## src/rtl/trap_ctrl_pkg.sv

```systemverilog
// trap_ctrl_pkg: shared CSR addresses, CSR op encodings, interrupt codes and FSM states
package trap_ctrl_pkg;
    localparam logic [11:0] CSR_MEPC   = 12'h341;
    localparam logic [11:0] CSR_MCAUSE = 12'h342;
    localparam logic [11:0] CSR_MTVAL  = 12'h343;
    localparam logic [1:0]  CSR_RW     = 2'b01;
    localparam logic [1:0]  CSR_RS     = 2'b10;
    localparam logic [1:0]  CSR_RC     = 2'b11;
    localparam logic [3:0]  IRQ_MSI    = 4'd3;
    localparam logic [3:0]  IRQ_MTI    = 4'd7;
    localparam logic [3:0]  IRQ_MEI    = 4'd11;
    typedef enum logic [2:0] {IDLE, W_EPC, W_CAUSE, W_TVAL, REDIR} state_t;
endpackage

```

## src/rtl/trap_ctrl_if.sv

```systemverilog
// trap_ctrl_if: CSR-file link of the trap sequencer
// master (trap_ctrl): drives csraddr/funct/wdata/wen, reads mtvec/mepc/mie
// slave  (CSR file) : the opposite directions
interface trap_ctrl_if #(parameter int XLEN = 64);
    logic [11:0]     csraddr;
    logic [1:0]      funct;
    logic [XLEN-1:0] wdata;
    logic            wen;
    logic [XLEN-1:0] mtvec;
    logic [XLEN-1:0] mepc;
    logic [XLEN-1:0] mie;
    modport master (output csraddr, funct, wdata, wen, input mtvec, mepc, mie);
    modport slave  (input csraddr, funct, wdata, wen, output mtvec, mepc, mie);
endinterface

```

## src/rtl/trap_ctrl_irq_arb.sv

```systemverilog
// trap_ctrl_irq_arb: combinational machine interrupt select, MEI > MSI > MTI
// in : irq_pending, mie, gie
// out: hit (an enabled interrupt is pending), code (its cause code)
module trap_ctrl_irq_arb
    import trap_ctrl_pkg::*;
#(
    parameter int XLEN = 64
) (
    input  logic [XLEN-1:0] irq_pending,
    input  logic [XLEN-1:0] mie,
    input  logic            gie,
    output logic            hit,
    output logic [3:0]      code
);
    logic [XLEN-1:0] act;
    logic            unused_act;
    assign act        = gie ? (irq_pending & mie) : '0;
    assign unused_act = ^act;
    always_comb begin
        hit  = act[IRQ_MEI] | act[IRQ_MSI] | act[IRQ_MTI];
        code = act[IRQ_MEI] ? IRQ_MEI : act[IRQ_MSI] ? IRQ_MSI : act[IRQ_MTI] ? IRQ_MTI : 4'd0;
    end
endmodule

```

## src/rtl/trap_ctrl.sv

```systemverilog
// trap_ctrl: machine-mode trap sequencer (mepc/mcause/mtval writes, then PC redirect)
// in : clk, rst (async, active-high), exc_*, mret_valid, int_pc, irq_pending, gie
// csr: trap_ctrl_if.master (csraddr/funct/wdata/wen out; mtvec/mepc/mie in)
// out: busy, trap_ack, redirect_valid, redirect_pc (all registered)
// TRAP_VECTORED_EN: vectored interrupt targets when mtvec[1:0]==2'b01
module trap_ctrl
    import trap_ctrl_pkg::*;
#(
    parameter int XLEN = 64
) (
    input  logic            clk,
    input  logic            rst,
    input  logic            exc_valid,
    input  logic [3:0]      exc_cause,
    input  logic [XLEN-1:0] exc_pc,
    input  logic [XLEN-1:0] exc_tval,
    input  logic            mret_valid,
    input  logic [XLEN-1:0] int_pc,
    input  logic [XLEN-1:0] irq_pending,
    input  logic            gie,
    trap_ctrl_if.master     csr,
    output logic            busy,
    output logic            trap_ack,
    output logic            redirect_valid,
    output logic [XLEN-1:0] redirect_pc
);
    state_t          state, state_d;
    logic [XLEN-1:0] epc_q, cause_q, tval_q, target_q;
    logic [XLEN-1:0] epc_d, cause_d, tval_d, target_d, base;
    logic            hit, take_irq, take_trap, unused_mtvec;
    logic [3:0]      code;
    trap_ctrl_irq_arb #(.XLEN(XLEN)) u_arb (
        .irq_pending(irq_pending),
        .mie        (csr.mie),
        .gie        (gie),
        .hit        (hit),
        .code       (code)
    );
    assign base         = {csr.mtvec[XLEN-1:2], 2'b00};
    assign unused_mtvec = ^csr.mtvec[1:0];
    always_comb begin
        take_irq  = state == IDLE && !exc_valid && !mret_valid && hit;
        take_trap = (state == IDLE && exc_valid) || take_irq;
        epc_d     = epc_q;
        cause_d   = cause_q;
        tval_d    = tval_q;
        target_d  = target_q;
        if (state == IDLE && exc_valid) begin
            epc_d    = exc_pc;
            cause_d  = XLEN'(exc_cause);
            tval_d   = exc_tval;
            target_d = base;
        end else if (state == IDLE && mret_valid) begin
            target_d = csr.mepc;
        end else if (take_irq) begin
            epc_d    = int_pc;
            cause_d  = {1'b1, {(XLEN-5){1'b0}}, code};
            tval_d   = '0;
`ifdef TRAP_VECTORED_EN
            target_d = csr.mtvec[1:0] == 2'b01 ? base + {{(XLEN-6){1'b0}}, code, 2'b00} : base;
`else
            target_d = base;
`endif
        end
        state_d = state == IDLE    ? (take_trap ? W_EPC : mret_valid ? REDIR : IDLE) :
                  state == W_EPC   ? W_CAUSE :
                  state == W_CAUSE ? W_TVAL  :
                  state == W_TVAL  ? REDIR   : IDLE;
    end
    // Outputs are registered from the next state so each appears in the cycle its state is entered.
    always_ff @(posedge clk or posedge rst) begin
        if (rst) begin
            state          <= IDLE;
            epc_q          <= '0;
            cause_q        <= '0;
            tval_q         <= '0;
            target_q       <= '0;
            csr.csraddr    <= '0;
            csr.funct      <= '0;
            csr.wdata      <= '0;
            csr.wen        <= 1'b0;
            busy           <= 1'b0;
            trap_ack       <= 1'b0;
            redirect_valid <= 1'b0;
            redirect_pc    <= '0;
        end else begin
            state          <= state_d;
            epc_q          <= epc_d;
            cause_q        <= cause_d;
            tval_q         <= tval_d;
            target_q       <= target_d;
            csr.funct      <= CSR_RW;
            csr.wen        <= state_d inside {W_EPC, W_CAUSE, W_TVAL};
            csr.csraddr    <= state_d == W_EPC ? CSR_MEPC : state_d == W_CAUSE ? CSR_MCAUSE :
                              state_d == W_TVAL ? CSR_MTVAL : 12'h000;
            csr.wdata      <= state_d == W_EPC ? epc_d : state_d == W_CAUSE ? cause_d :
                              state_d == W_TVAL ? tval_d : '0;
            busy           <= state_d != IDLE;
            trap_ack       <= state == IDLE && state_d != IDLE;
            redirect_valid <= state_d == REDIR;
            redirect_pc    <= state_d == REDIR ? target_d : '0;
        end
    end
endmodule

```

## src/flat_wrapper.sv

```systemverilog
// flat-port wrapper written by rule: the top's interface ports become plain ports
module trap_ctrl_flat import trap_ctrl_pkg::*;
#(
    parameter int XLEN = 64
)
  (clk, rst, exc_valid, exc_cause, exc_pc, exc_tval, mret_valid, int_pc, irq_pending, gie, busy, trap_ack, redirect_valid, redirect_pc, csr_csraddr, csr_funct, csr_wdata, csr_wen, csr_mtvec, csr_mepc, csr_mie);
  trap_ctrl_if #(.XLEN(XLEN)) csr_i ();
  input  logic clk;
  input  logic rst;
  input  logic exc_valid;
  input  logic [3:0] exc_cause;
  input  logic [XLEN-1:0] exc_pc;
  input  logic [XLEN-1:0] exc_tval;
  input  logic mret_valid;
  input  logic [XLEN-1:0] int_pc;
  input  logic [XLEN-1:0] irq_pending;
  input  logic gie;
  output logic busy;
  output logic trap_ack;
  output logic redirect_valid;
  output logic [XLEN-1:0] redirect_pc;
  output wire logic [$bits(csr_i.csraddr)-1:0] csr_csraddr;
  output wire logic [$bits(csr_i.funct)-1:0] csr_funct;
  output wire logic [$bits(csr_i.wdata)-1:0] csr_wdata;
  output wire logic [$bits(csr_i.wen)-1:0] csr_wen;
  input wire logic [$bits(csr_i.mtvec)-1:0] csr_mtvec;
  input wire logic [$bits(csr_i.mepc)-1:0] csr_mepc;
  input wire logic [$bits(csr_i.mie)-1:0] csr_mie;
  assign csr_csraddr = csr_i.csraddr;
  assign csr_funct = csr_i.funct;
  assign csr_wdata = csr_i.wdata;
  assign csr_wen = csr_i.wen;
  assign csr_i.mtvec = csr_mtvec;
  assign csr_i.mepc = csr_mepc;
  assign csr_i.mie = csr_mie;
  trap_ctrl #(.XLEN(XLEN)) u_core (.clk(clk), .rst(rst), .exc_valid(exc_valid), .exc_cause(exc_cause), .exc_pc(exc_pc), .exc_tval(exc_tval), .mret_valid(mret_valid), .int_pc(int_pc), .irq_pending(irq_pending), .gie(gie), .csr(csr_i), .busy(busy), .trap_ack(trap_ack), .redirect_valid(redirect_valid), .redirect_pc(redirect_pc));
endmodule
```

## config.mk

```make
export PLATFORM = sky130hd
export DESIGN_NAME = trap_ctrl_flat
export DESIGN_NICKNAME = d
export VERILOG_FILES = /design/src/rtl/trap_ctrl_pkg.sv /design/src/rtl/trap_ctrl_if.sv /design/src/rtl/trap_ctrl_irq_arb.sv /design/src/rtl/trap_ctrl.sv /design/src/flat_wrapper.sv
export SDC_FILE = /design/constraint.sdc
export NUM_CORES = 1
export LEC_CHECK = 0
export ABC_AREA = 1
export BUFFER_PORTS_ARGS = -buffer_cell sky130_fd_sc_hd__buf_2
export CORE_AREA = 2 2 237 239
export CTS_CLUSTER_DIAMETER = 200
export CTS_CLUSTER_SIZE = 25
export DETAILED_ROUTE_END_ITERATION = 8
export DIE_AREA = 0 0 239 241
export PLACE_DENSITY = 0.65
export SLEW_MARGIN = 20
export SYNTH_ARGS = -nofsm -noshare
export SYNTH_HDL_FRONTEND = slang
export SYNTH_SLANG_ARGS = --single-unit
export TNS_END_PERCENT = 30
```

## constraint.sdc

```tcl
create_clock -name clk -period 10.37 [get_ports clk]
set_clock_uncertainty 0.15 [all_clocks]
set_input_delay 0 -clock clk [delete_from_list [all_inputs] [get_ports clk]]
set_output_delay 0 -clock clk [all_outputs]
set_load 0.05 [all_outputs]
```

==> flow_summary_export.csv <==
group,metric,value,unit
run_status,status,"finished clean",
clock_network,clk_path_buf_depth,3,
synthesis,synth.distinct_cells,23,
placed_design,post-place-ws,6.36,ns
floorplan,dieArea,57600,µm²
synthesis,async_reset_ff_share,100,%
sta,fin_setup_tns,0,ns
placed_design,portBuffers,470,
setup_path,worstPathRequired,10.70,ns
finish,drive_gt1_share,23.0,%
global_routing,overflow,0,
setup_path,critPathArrivalTime,4.62,ns
sta,fin_ws,6.08,ns
synthesis,ys_seq_area_share,57.6,%
synthesis,netlist_area,17200,µm²
setup_path,critical_path_class,"reg -> reg",
clock_network,root_buffer,"clkbuf_16",
finish,area_growth,42.1,%
synthesis,ys.flop_type,"dfrtp_1",
min_path,hold_path_class,"in -> reg",
run,max_cap_viol_count,0,
sta,post-route-period-util,41.4,%
sta,finalSetupViolCount,0,
setup_path,cp_max_fo,123,
synthesis,netlist_instances,1978,
power_and_ir_drop,powerDensity,266,nW/µm²
detailed_routing,wl_per_cell,17.1,µm
synthesis,synth_area_leaders,"dfrtp_1, nand3_1, nand2_1, inv_1, or2_2",
sta,maxSlewHeadroom,32.7,%
power_and_ir_drop,finalPower,6.50,mW
clock_network,cts_buffers,19,
sta,rsz0062_at_grt,"false",
setup_path,endpoint_kind,"register",
clock_network,clk_pin_slew,0.10,ns
sta,min_period,4.29,ns
synthesis,synth_area_leader_cell,"dfrtp_1",
synthesis,synth_top_area_share,57.6,%
clock_network,clock_latency,0.55,ns
synthesis,yosys_warnings,0,
floorplan,start_util,31.3,%
detailed_routing,vias,16189,
floorplan,row_count,86,
floorplan,fp.dieW,239,µm
detailed_routing,drt-initial-drc-count,1155,
sta,final-max-slew-violation-count,0,
sta,final-hold-violation-count,0,
power_and_ir_drop,p_leak,12.7,nW
clock_network,cts_setup_buffers,0,
detailed_routing,via_per_inst,4.69,
floorplan,io_pins,603,
placed_design,finalWeightedCongestion,0.823,
synthesis,synth-edff-count,0,
clock_network,cts_tree,"built",
floorplan,coreArea,54900,µm²
global_routing,antenna_found_initial,3,
detailed_routing,totalWireLength,59200,µm
sta,fmax,0.233,GHz
global_routing,grt_max_degree,161,
floorplan,die_y,241,µm
synthesis,yosys_register_bits,395,
sta,worst_slew_pin_slew,1.01,ns
power_and_ir_drop,peakVddDrop,0.168,mV
detailed_routing,drc,0,
synthesis,avgSynthCellArea,8.67,µm²
finish,fin_util,44.4,%
global_routing,grt_pass1_vias,16372,
placed_design,hpwl,34200,µm
clock_network,h-tree-depth,1,
detailed_routing,dr.pass1.iters,7,
finish,final_nets,3208,
clock_network,clkSinkCount,395,
global_routing,grt_pass1_wl,89900,µm
setup_path,cp-start-kind,"register",
detailed_routing,antenna_left,0,
global_routing,grt_usage,19.8,%
-- worst max-delay path, cell delays in order, from the launching register on --
cell	delay [ns]
dfrtp_1	0.44
nor2_4	0.19
nand2_1	0.13
nor2_4	0.18
nand2_8	0.43
nand2_8	0.88
buf_4	0.73
nand3_1	0.14
dlygate4sd3_1	0.59
nand3_1	0.07
-- path summary, 6_finish.rpt --
path / startpoint / end / slack, ns / cells past startpoint
max: u_core.state[1] / u_core.csr.wdata[48] / 6.08 / 9
min: exc_tval[5] / u_core.tval_q[5] / 0.07 / 4
max reg2reg: u_core.state[1] / u_core.csr.wdata[48] / 6.08 / 9
min reg2reg: u_core.cause_q[29] / u_core.cause_q[29] / 0.34 / 2
max in group asynchronous: rst / u_core.tval_q[17] / 7.53 / 6
min in group asynchronous: rst / u_core.target_q[8] / 0.52 / 4
-- placed cells by master, fill, tap and decap left out, drive strengths merged --
cell and count:
buf 486, nand3 399, nand2 397, dfrtp 395, dlygate4sd3 392, inv 257
nor2 129, or2 128, and2 66, nand4 62, clkbuf 19, conb 9
a21oi 6, clkinvlp 2, nand3b 2, diode 1, nor3 1
-- synth_stat cells (6+ instances only) --
| cell type | instances |
|---|---|
| nand2_1 | 395 |
| or2_1 | 22 |
| inv_2 | 13 |
| nand4_1 | 62 |
| or2_2 | 102 |
| buf_1 | 8 |
| dfrtp_1 | 395 |
| inv_1 | 245 |
| clkbuf_1 | 39 |
| buf_4 | 14 |
| and2_1 | 66 |
| nor2_1 | 126 |
| a21oi_1 | 6 |
| buf_2 | 70 |
| nand3_1 | 399 |
-- stage by stage --
step	hold slack (ns)	instances	instance area, µm²
3_5_place_dp	-0.0494	3042	20000
2_1_floorplan	-0.0142	1985	17200
6_report	0.0715	3455	24400
3_3_place_gp	-0.0370	3042	20000
4_1_cts	0.0301	3454	24400
5_1_grt	0.0647	3454	24400
-- flip-flops by register name, summed over array words and instances, names as in the netlist --
register,flops
u_core.cause_q,64
u_core.csr.wdata,64
u_core.epc_q,64
u_core.redirect_pc,64
u_core.target_q,64
u_core.tval_q,64
u_core.csr.csraddr,3
u_core.state,3
u_core.busy,1
u_core.csr.funct,1
u_core.csr.wen,1
u_core.redirect_valid,1
u_core.trap_ack,1
-- area by class of cell --
class	count	area [µm²]
clock inverter	1	7.51
tap	704	881
multi-input combinational	1199	5740
sequential	395	9880
fill	5116	30500
antenna	1	2.50
timing repair buffer	878	6420
clock buffer	19	475
inverter	258	972
-- cell families (layout without fill, tap and decap cells) --
kind of cell | Yosys count | in the layout | synth area share (%)
other | 2 | 10 | 0.0438
DFF | 395 | 395 | 57.6
AOI/OAI and AO/OA | 6 | 6 | 0.175
buffers and inverters | 391 | 1156 | 9.46
and+or+nand+nor | 1184 | 1184 | 32.7
-- where the power goes --
| part | total, mW | internal (mW) | switching, mW |
|---|---|---|---|
| sequential | 2.27 | 2.11 | 0.161 |
| combinational | 3.40 | 1.20 | 2.20 |
| clock | 0.827 | 0.332 | 0.495 |
| total | 6.50 | 3.64 | 2.86 |
-- routing by layer --
metal	wire [µm]	GRT usage, %	part of all wire (%)	vias up
li1	-	-	-	7652
met1	24500	25.1	41	7693
met2	27600	32.4	47	700
met3	4740	4.98	8.0	140
met4	2310	7.99	3.9	4
met5	26	0	0.044	-
-- what timing repair did --
action	4_1_cts	5_1_grt
hold buffers	392	0
endpoints found under the hold margin	351	0
setup endpoints to repair	0	0
gates resized for setup	0	0
(Power assumes the default switching activity.)
